--- src/rtl/pdm_capture_pkg.sv ---
// Shared types and constants for the PDM capture controller.
// Holds the sequencer state encoding and drop-counter limits.
package pdm_capture_pkg;

    typedef enum logic [1:0] {
        IDLE   = 2'd0,
        WARMUP = 2'd1,
        RUN    = 2'd2
    } state_t;

    localparam logic [15:0] DROP_MAX = 16'hFFFF;

    function automatic logic [15:0] sat_inc(input logic [15:0] v);
        return (v == DROP_MAX) ? v : v + 16'd1;
    endfunction

endpackage

--- src/rtl/pdm_sample_fifo.sv ---
// Single-clock show-ahead sample FIFO with separate occupancy counter.
// A push into a full FIFO is accepted only when a pop frees a slot.
module pdm_sample_fifo #(
    parameter int DEPTH    = 256,
    parameter int SAMPLE_W = 16,
    parameter int AW       = $clog2(DEPTH)
) (
    input  logic                clk,
    input  logic                rst,
    input  logic                flush,
    input  logic                push,
    input  logic                pop,
    input  logic [SAMPLE_W-1:0] din,
    output logic [SAMPLE_W-1:0] dout,
    output logic                empty,
    output logic                full,
    output logic [AW:0]         level
);

    localparam logic [AW:0] FULL_LVL = (AW+1)'(DEPTH);

    logic [SAMPLE_W-1:0] mem [DEPTH];
    logic [AW-1:0]       wr_ptr;
    logic [AW-1:0]       rd_ptr;
    logic                wr_en;
    logic                rd_en;

    assign empty = (level == '0);
    assign full  = (level == FULL_LVL);
    assign rd_en = pop && !empty;
    assign wr_en = push && (!full || rd_en);
    assign dout  = mem[rd_ptr];

    always_ff @(posedge clk) begin
        if (rst || flush) begin
            wr_ptr <= '0;
            rd_ptr <= '0;
            level  <= '0;
        end else begin
            if (wr_en) wr_ptr <= wr_ptr + AW'(1);
            if (rd_en) rd_ptr <= rd_ptr + AW'(1);
            unique case ({wr_en, rd_en})
                2'b10:   level <= level + (AW+1)'(1);
                2'b01:   level <= level - (AW+1)'(1);
                default: level <= level;
            endcase
        end
    end

    always_ff @(posedge clk) begin
        if (wr_en) mem[wr_ptr] <= din;
    end

endmodule

--- src/rtl/pdm_capture_ctrl.sv ---
// Capture sequencer: mic enable, warm-up discard, sample FIFO,
// overflow accounting and watermark/overflow interrupt.
module pdm_capture_ctrl
    import pdm_capture_pkg::*;
#(
    parameter int DEPTH    = 256,
    parameter int SAMPLE_W = 16,
    parameter int AW       = $clog2(DEPTH)
) (
    input  logic                clk,
    input  logic                rst,
    input  logic                start,
    input  logic                stop,
    input  logic [15:0]         warmup_samples,
    input  logic [AW:0]         watermark,
    output logic                mic_enable,
    input  logic [SAMPLE_W-1:0] pcm_sample,
    input  logic                pcm_valid,
    output logic [SAMPLE_W-1:0] rd_data,
    output logic                rd_valid,
    input  logic                rd_ready,
    output logic [AW:0]         level,
    output logic                overflow,
    input  logic                overflow_clr,
    output logic [15:0]         drop_count,
    output logic                irq,
    output logic                busy
);

    state_t      state;
    logic [15:0] warm_cnt;
    logic        flush;
    logic        store;
    logic        pop;
    logic        empty;
    logic        full;
    logic        wr_ok;
    logic        drop;
    logic        ov_next;
    logic [15:0] dc_next;
    logic [AW:0] level_next;

    assign flush    = (state == IDLE) && start && !stop;
    assign store    = (state == RUN) && pcm_valid;
    assign pop      = rd_ready && !empty;
    assign wr_ok    = store && (!full || pop);
    assign drop     = store && full && !pop;
    assign rd_valid = !empty;
    assign busy     = (state != IDLE);

    always_comb begin
        ov_next    = overflow;
        dc_next    = drop_count;
        level_next = level + (AW+1)'(wr_ok) - (AW+1)'(pop);
        if (flush) level_next = '0;
        // A drop in the clear cycle restarts the count at one.
        if (drop) begin
            ov_next = 1'b1;
            dc_next = overflow_clr ? 16'd1 : sat_inc(drop_count);
        end else if (overflow_clr) begin
            ov_next = 1'b0;
            dc_next = '0;
        end
    end

    always_ff @(posedge clk) begin
        if (rst) begin
            state      <= IDLE;
            warm_cnt   <= '0;
            mic_enable <= 1'b0;
            overflow   <= 1'b0;
            drop_count <= '0;
            irq        <= 1'b0;
        end else begin
            overflow   <= ov_next;
            drop_count <= dc_next;
            irq        <= ov_next
                        | ((watermark != '0) && (level_next >= watermark));
            unique case (state)
                IDLE: begin
                    if (start && !stop) begin
                        mic_enable <= 1'b1;
                        warm_cnt   <= warmup_samples;
                        state      <= (warmup_samples == '0) ? RUN : WARMUP;
                    end
                end
                WARMUP: begin
                    if (stop) begin
                        state      <= IDLE;
                        mic_enable <= 1'b0;
                    end else if (pcm_valid) begin
                        warm_cnt <= warm_cnt - 16'd1;
                        if (warm_cnt == 16'd1) state <= RUN;
                    end
                end
                RUN: begin
                    if (stop) begin
                        state      <= IDLE;
                        mic_enable <= 1'b0;
                    end
                end
                default: begin
                    state      <= IDLE;
                    mic_enable <= 1'b0;
                end
            endcase
        end
    end

    pdm_sample_fifo #(
        .DEPTH    (DEPTH),
        .SAMPLE_W (SAMPLE_W),
        .AW       (AW)
    ) u_fifo (
        .clk   (clk),
        .rst   (rst),
        .flush (flush),
        .push  (store),
        .pop   (rd_ready),
        .din   (pcm_sample),
        .dout  (rd_data),
        .empty (empty),
        .full  (full),
        .level (level)
    );

endmodule
--- config.mk ---
export PLATFORM = sky130hd
export DESIGN_NAME = pdm_capture_ctrl
export DESIGN_NICKNAME = d
export VERILOG_FILES = /design/src/rtl/pdm_capture_pkg.sv /design/src/rtl/pdm_sample_fifo.sv /design/src/rtl/pdm_capture_ctrl.sv
export SDC_FILE = /design/constraint.sdc
export NUM_CORES = 2
export LEC_CHECK = 0
export BUFFER_PORTS_ARGS = -buffer_cell sky130_fd_sc_hd__buf_2
export CAP_MARGIN = 0
export CORE_ASPECT_RATIO = 1.2
export CORE_MARGIN = 2
export CORE_UTILIZATION = 42
export CTS_CLUSTER_SIZE = 40
export DETAILED_ROUTE_END_ITERATION = 12
export PLACE_DENSITY = 0.61
export SLEW_MARGIN = 20
export SYNTH_ARGS = -nofsm -noshare
export SYNTH_HDL_FRONTEND = slang
export SYNTH_HIERARCHICAL = 1
export SYNTH_SLANG_ARGS = --single-unit
--- constraint.sdc ---
create_clock -name clk -period 6.5 [get_ports clk]
set_clock_uncertainty 0.1 [all_clocks]
set_input_delay 0.975 -clock clk [delete_from_list [all_inputs] [get_ports clk]]
set_output_delay 0.975 -clock clk [all_outputs]
set_load 0.01 [all_outputs]
* After elaboration in Yosys (flattened, before gate mapping)
Memory sizes are Yosys's and may differ from the RTL's. A register that Yosys moved wholly into a read port is not among the register bits. Cells that the tools add are included.
Word-level totals: bits in registers 62, latch bits 0, bits in writable memories 4096, bits in read-only memories 0, bits of input ports 48, output and inout port bits 46, word-level logic and storage cells 89, memories kept 1
Memory list:
- u_fifo.mem | words 256, width 16, read ports 1, clocked after memory_dff 1, wr ports 1, line pdm_sample_fifo.sv:22 | logic [SAMPLE_W-1:0] mem [DEPTH];
Cells by class: add/sub/neg operators 8, multipliers 0, divide/modulo/power cells 0, $lt $le $gt $ge 1, equality and inequality tests 15, shift operators 0, multiplexer cells 26, bitwise gates (word level) 1, reductions and logical operators 28
Operator list (number):
- two-way mux 16 bit | 7
- one-hot mux 16 bit (2 select lines) | 1
- one-hot mux 9 bit (2 select lines) | 1
- adder 16 x 1 -> 16 bit (second input constant) | 1
- adder 8 x 1 -> 8 bit (second input constant) | 2
- == test 16 x 1 -> 1 bit (second input constant) | 1
- == test 16 bit (second input constant) | 1
- logical NOT 16 bit | 1
- two-way mux 8 bit | 2
- subtractor 16 x 1 -> 16 bit (second input constant) | 1
- two-way mux 2 bit | 6
- adder 9 x 1 -> 9 bit | 1
- adder 9 x 1 -> 9 bit (second input constant) | 1
- == test 9 bit (second input constant) | 1
- >= comparator 9 bit | 1
- logical AND 1 bit | 9
- logical NOT 9 bit | 1
- two-way mux 9 bit | 1
- nonzero test 9 bit | 1
- subtractor 9 x 1 -> 9 bit | 1
- subtractor 9 x 1 -> 9 bit (second input constant) | 1
- inequality test 2 bit (second input constant) | 4
- AND reduction 4 bit | 2
- nonzero test 2 bit | 4
- other kinds (13) | 27

* Depth between registers and ports, before layout
depth in word-level cells 11, gate-level depth with buffers 20, gate-level depth less buffers 20

* By module
Netlist, hierarchy kept.
By module, submodules not included:
- pdm_sample_fifo | instances 1, cells each 7180, area an instance 158475.7 µm², seq. area each 123658.6 µm²
- pdm_capture_ctrl | instances 1, cells each 371, area an instance 2915.3 µm², seq. area each 740.7 µm²

* Worst setup path after synthesis
OpenSTA, ideal clock, no wires.
kind register to register, from register u_fifo.level[1], to register irq, library setup time 0.114 ns, arrival time 3.837 ns, data required time 6.286 ns, slack 2.449 ns, stages on the path, launching flop included 20, path buffers 0, period minus slack after synthesis 4.051 ns, cell sequence dfxtp_1 > nor4_1 > nand2_1 > nor2_1 > nand2b_1 > inv_1 > ha_1 > inv_1 > ha_1 > fa_1 > a211oi_1 > o21ai_0 > a31oi_1 > xnor2_1 > nor2_1 > ha_1 > nand3_1 > nor3_1 > a211o_1 > a21o_1
Between the ends: longest elaborated chain between the ends 11, elaborated cells between the ends (all ways) 17, classes of those cells add/sub (2); order compare (1); eq/ne (1); mux (2); bitwise (1); reduce/logical (10)
RTL lines:
- start: declaration | line pdm_sample_fifo.sv:17 | output logic [AW:0] level
- start signal: assignment | line pdm_sample_fifo.sv:43 | 2'b10: level <= level + (AW+1)'(1);
- start signal: assignment | line pdm_sample_fifo.sv:44 | 2'b01: level <= level - (AW+1)'(1);
- start signal: assignment | line pdm_sample_fifo.sv:45 | default: level <= level;
- logical NOT 9 bit (*) | line pdm_sample_fifo.sv:28 | assign empty = (level == '0);
- via empty | line pdm_capture_ctrl.sv:35 | logic empty;
- logical NOT 1 bit (*) | line pdm_capture_ctrl.sv:45 | assign pop = rd_ready && !empty;
- logical AND 1 bit (*) | line pdm_capture_ctrl.sv:45
- logical OR 1 bit | line pdm_capture_ctrl.sv:46 | assign wr_ok = store && (!full || pop);
- logical AND 1 bit | line pdm_capture_ctrl.sv:46
- adder 9 x 1 -> 9 bit | line pdm_capture_ctrl.sv:54 | level_next = level + (AW+1)'(wr_ok) - (AW+1)'(pop);
- subtractor 9 x 1 -> 9 bit | line pdm_capture_ctrl.sv:54
- two-way mux 9 bit | line pdm_capture_ctrl.sv:55 | if (flush) level_next = '0;
- >= comparator 9 bit | line pdm_capture_ctrl.sv:78 | | ((watermark != '0) && (level_next >= watermark));
- logical AND 1 bit | line pdm_capture_ctrl.sv:78
- OR 1 bit (*) | line pdm_capture_ctrl.sv:78
- end signal: assignment | line pdm_capture_ctrl.sv:77 | irq <= ov_next
- end: declaration | line pdm_capture_ctrl.sv:26 | output logic irq,
Mark *: on every way through the listed nets, which the timed path passes. The rest lies on a longest branch. A chain may end at the register's enable or synchronous reset.

==> reports/summary.md <==
- result of the run: complete, but fails checks
- failing checks: negative setup slack
- Global Route Usage Sum: 21.6%
- setup slack of the most critical reg-to-reg path: 1.85 ns
- cell count after synthesis: 7,551
- worst r2r path cells: 19
- # setup viols final: 1
- Hold Path Depth: 3
- worst slew margin relative to its limit: 19.9%
- count of unresolved DRC violations after routing: 0
- Synth Net Count: 7,637
- post-synthesis instance area: 161,000 um^2
- r2r startpoint: u_fifo/level[1]
- vias post-DR: 80,300
- Worst IR Drop VDD: 284 uV
- area of the core region: 383,000 um^2
- Routed WL: 425,000 um
- CP dominant cell by count: sky130_fd_sc_hd__nor4_1
- total I/O pin count: 94
- die area: 389,000 um^2
- master of the slowest instance on the critical path: sky130_fd_sc_hd__nor3_1
- setup slack after placement: 0.712 ns
- Lkg Pwr: 55.8 nW
- Via density: 5.96
- most common library cell in the layout ignoring fill and taps: sky130_fd_sc_hd__edfxtp_1
- H-tree lvl count: 5
- total number of placement rows: 249
- critical path startpoint category: flop
- number of DRC markers in iteration 0: 9,266
- Required @ worst endpoint: 5.42 ns
- crit path time final: 6.59 ns
- Hold Fails Final Rpt: 0
- Hold Slack: 0.303 ns
- Top FF cell, synth: sky130_fd_sc_hd__edfxtp_1
- post-placement cell area: 170,000 um^2
- Min-Delay Startpoint: warmup_samples[15]
- layout cells sized above 1: 25.1%
- Die H: 683 um
- hold path endpoint: warm_cnt[15]
- CTS Buf Count: 403
- distinct cell type count after synthesis: 94
- highest achievable clock rate: 152 MHz
- final design instance area without fill: 183,000 um^2
- Yosys Warn Count: 6
- proportion of register bits with asynchronous set or reset after synthesis: 0%
- Post-DRT Antenna Nets: 0
- antenna violations before repair: 16
- commonest cells after routing, fill and taps aside: 4,096 x sky130_fd_sc_hd__edfxtp_1, 813 x sky130_fd_sc_hd__mux4_2, 434 x sky130_fd_sc_hd__buf_4
- Max Root-Sink Buffers: 4
- x dimension of the die: 570 um
- clock tree root buffer cell: sky130_fd_sc_hd__clkbuf_16
- post-cts hold buffer count: 0
- Crit path largest cell delay: 0.80 ns
- clock slew seen by the registers of the worst setup and hold paths: 0.06 ns
- CTS sink count: 4,166
- final sum of negative setup slack: -0.0871 ns
- Final period util: 101%
- cell-by-cell listing of the critical path: or3b_4 > buf_12 > o22ai_1 > nor4_1 > buf_4 > nor4_1 > nand4_1 > nor3_1 > buf_2
- class of the most critical setup path: flop to output pin
- Max FO, Critical Path: 45
- average wire length per cell after detail routing: 31.6 um
- Initial Utilization: 42.2%
- final weighted congestion in routability-driven placement: 0.858
- max-slew violation total from the final report: 0
- PwrDens: 350 nW/um^2
- reg-to-reg critical path endpoint: irq
- HPWL after detailed placement: 256,000 um
- Post-synth EDFFs: 4,096
- type of destination of the critical path: output pin
- sequential area share after synthesis: 77.1%
- average cell area after synthesis: 21.4 um^2
- transition at the pin with the smallest max-transition slack: 1.19 ns
- latest clock arrival within the worst-skew pair: 0.93 ns
- Syn-to-layout area delta: 13.5%
- CP Data Arrival Time: 5.51 ns
- max-capacitance violation count: 0
- detailed-routing iteration count for the pre-antenna-repair pass: 6
- unrepaired setup endpoints after global routing: no
- maximum number of pins on one net before global-route repair: 181
- via count of the first global-routing pass: 80,300
- FF+latch count, synth: 4,166
- HP Class: primary input to flop
- clock tree from TritonCTS: built
- remaining global-route overflow: 0
- port buffer count: 93
- number of nets at the end of the flow: 8,190
- worst path setup slack after routing: -0.0871 ns
- wire length of the first global-routing pass: 603,000 um
## critical path, delay by kind of cell, from the launching register on
family	cells	cell delay [ns]
compound gates	1	0.21
simple gates	5	2.89
buf+inv	3	0.81
flops	1	0.58
## per-layer routing
layer,part of all wire (%),global-route usage [%]
met1,39,28.7
met2,50,36.5
met3,7.3,3.13
met4,3.8,7.70
met5,0.0026,0
## synth_stat cells, types with 7 or more instances
| cell type | instances | area (um^2) |
|---|---|---|
| sky130_fd_sc_hd__a211oi_1 | 74 | 556 |
| sky130_fd_sc_hd__nand2b_1 | 11 | 68.8 |
| sky130_fd_sc_hd__buf_4 | 42 | 315 |
| sky130_fd_sc_hd__a22oi_1 | 117 | 878 |
| sky130_fd_sc_hd__buf_1 | 10 | 37.5 |
| sky130_fd_sc_hd__nor2_1 | 328 | 1230 |
| sky130_fd_sc_hd__xnor2_1 | 15 | 131 |
| sky130_fd_sc_hd__a2111oi_0 | 11 | 96.3 |
| sky130_fd_sc_hd__buf_8 | 30 | 450 |
| sky130_fd_sc_hd__nor2b_1 | 24 | 150 |
| sky130_fd_sc_hd__or3_1 | 11 | 68.8 |
| sky130_fd_sc_hd__buf_6 | 79 | 890 |
| sky130_fd_sc_hd__a221oi_1 | 82 | 718 |
| sky130_fd_sc_hd__nand2_1 | 105 | 394 |
| sky130_fd_sc_hd__buf_12 | 9 | 180 |
| sky130_fd_sc_hd__a31oi_1 | 13 | 81.3 |
| sky130_fd_sc_hd__mux4_2 | 813 | 18300 |
| sky130_fd_sc_hd__nor3_1 | 67 | 335 |
| sky130_fd_sc_hd__clkbuf_1 | 163 | 612 |
| sky130_fd_sc_hd__o22ai_1 | 235 | 1470 |
| sky130_fd_sc_hd__o21ai_0 | 32 | 160 |
| sky130_fd_sc_hd__mux4_1 | 34 | 893 |
| sky130_fd_sc_hd__and4_1 | 7 | 61.3 |
| sky130_fd_sc_hd__a22o_1 | 145 | 1270 |
| sky130_fd_sc_hd__o211ai_1 | 17 | 128 |
| sky130_fd_sc_hd__buf_2 | 97 | 485 |
| sky130_fd_sc_hd__and2_1 | 13 | 81.3 |
| sky130_fd_sc_hd__nand3_1 | 22 | 110 |
| sky130_fd_sc_hd__a21oi_1 | 81 | 405 |
| sky130_fd_sc_hd__nor4_1 | 68 | 425 |
| sky130_fd_sc_hd__mux2i_1 | 377 | 3770 |
| sky130_fd_sc_hd__dfxtp_1 | 70 | 1400 |
| sky130_fd_sc_hd__xor2_1 | 12 | 105 |
| sky130_fd_sc_hd__mux2_2 | 14 | 158 |
| sky130_fd_sc_hd__edfxtp_1 | 4096 | 123000 |
| sky130_fd_sc_hd__inv_1 | 44 | 165 |
| sky130_fd_sc_hd__ha_1 | 36 | 450 |
| sky130_fd_sc_hd__nand4_1 | 25 | 156 |
## worst max path at each step
stage	from	to	depth (start not counted)
floorplan	u_fifo/level[1]	irq	19
global placement	flop	rd_data[5]	11
detailed placement	flop	rd_data[5]	10
CTS	flop	rd_data[9]	9
global route	flop	rd_data[9]	9
finish	flop	rd_data[9]	9
## cell type report
class,instances,area (um^2)
Clock inverter,246,2410
Timing Repair Buffer,590,5160
Clock buffer,494,10600
Sequential cell,4166,124000
Inverter,45,169
Tap cell,5020,6280
Fill cell,30900,200000
Multi-Input combinational cell,2898,34100
Antenna cell,8,20.0
## where the power goes
| part | leakage [nW] | switching [mW] | internal (mW) | total [mW] |
|---|---|---|---|---|
| Sequential | 37.4 | 0.126 | 29.5 | 29.7 |
| Clock | 6.35 | 9.96 | 13.3 | 23.2 |
| Combinational | 12.0 | 5.81 | 5.29 | 11.1 |
| Total | 55.8 | 15.9 | 48.1 | 64.0 |
## through the flow
stage               total power [mW]  std cells  util [%]
floorplan                       38.7       7551         -
global placement                41.3      12700      44.4
detailed placement              41.4      12700      44.4
CTS                             64.5      13500      47.8
global route                    66.2      13500      47.8
finish                          64.0      13500      47.8
## what timing repair did
| action | 4_1_cts | 5_1_grt |
|---|---|---|
| gates resized for setup | 2 | 0 |
| setup endpoints to repair | 4 | 0 |
| setup buffers | 1 | 0 |
## state kept, by name (all words and copies together) (netlist names), 2 cells and up, named ones only
register and count:
drop_count 16, warm_cnt 16, u_fifo/level 9, u_fifo/wr_ptr 8
u_fifo/mem 4096, state 2, u_fifo/rd_ptr 8
## cells by family after synthesis
family | count (synthesis) | synth area share (%)
AO/OA/AOI/OAI | 868 | 3.93
XOR/XNOR | 27 | 0.147
adder cells (fa/ha/maj) | 38 | 0.304
buffers and inverters | 487 | 2.03
flip-flops | 4166 | 77.1
multiplexers | 1238 | 14.3
AND/OR/NAND/NOR | 727 | 2.18
(Power assumes the default switching activity.)
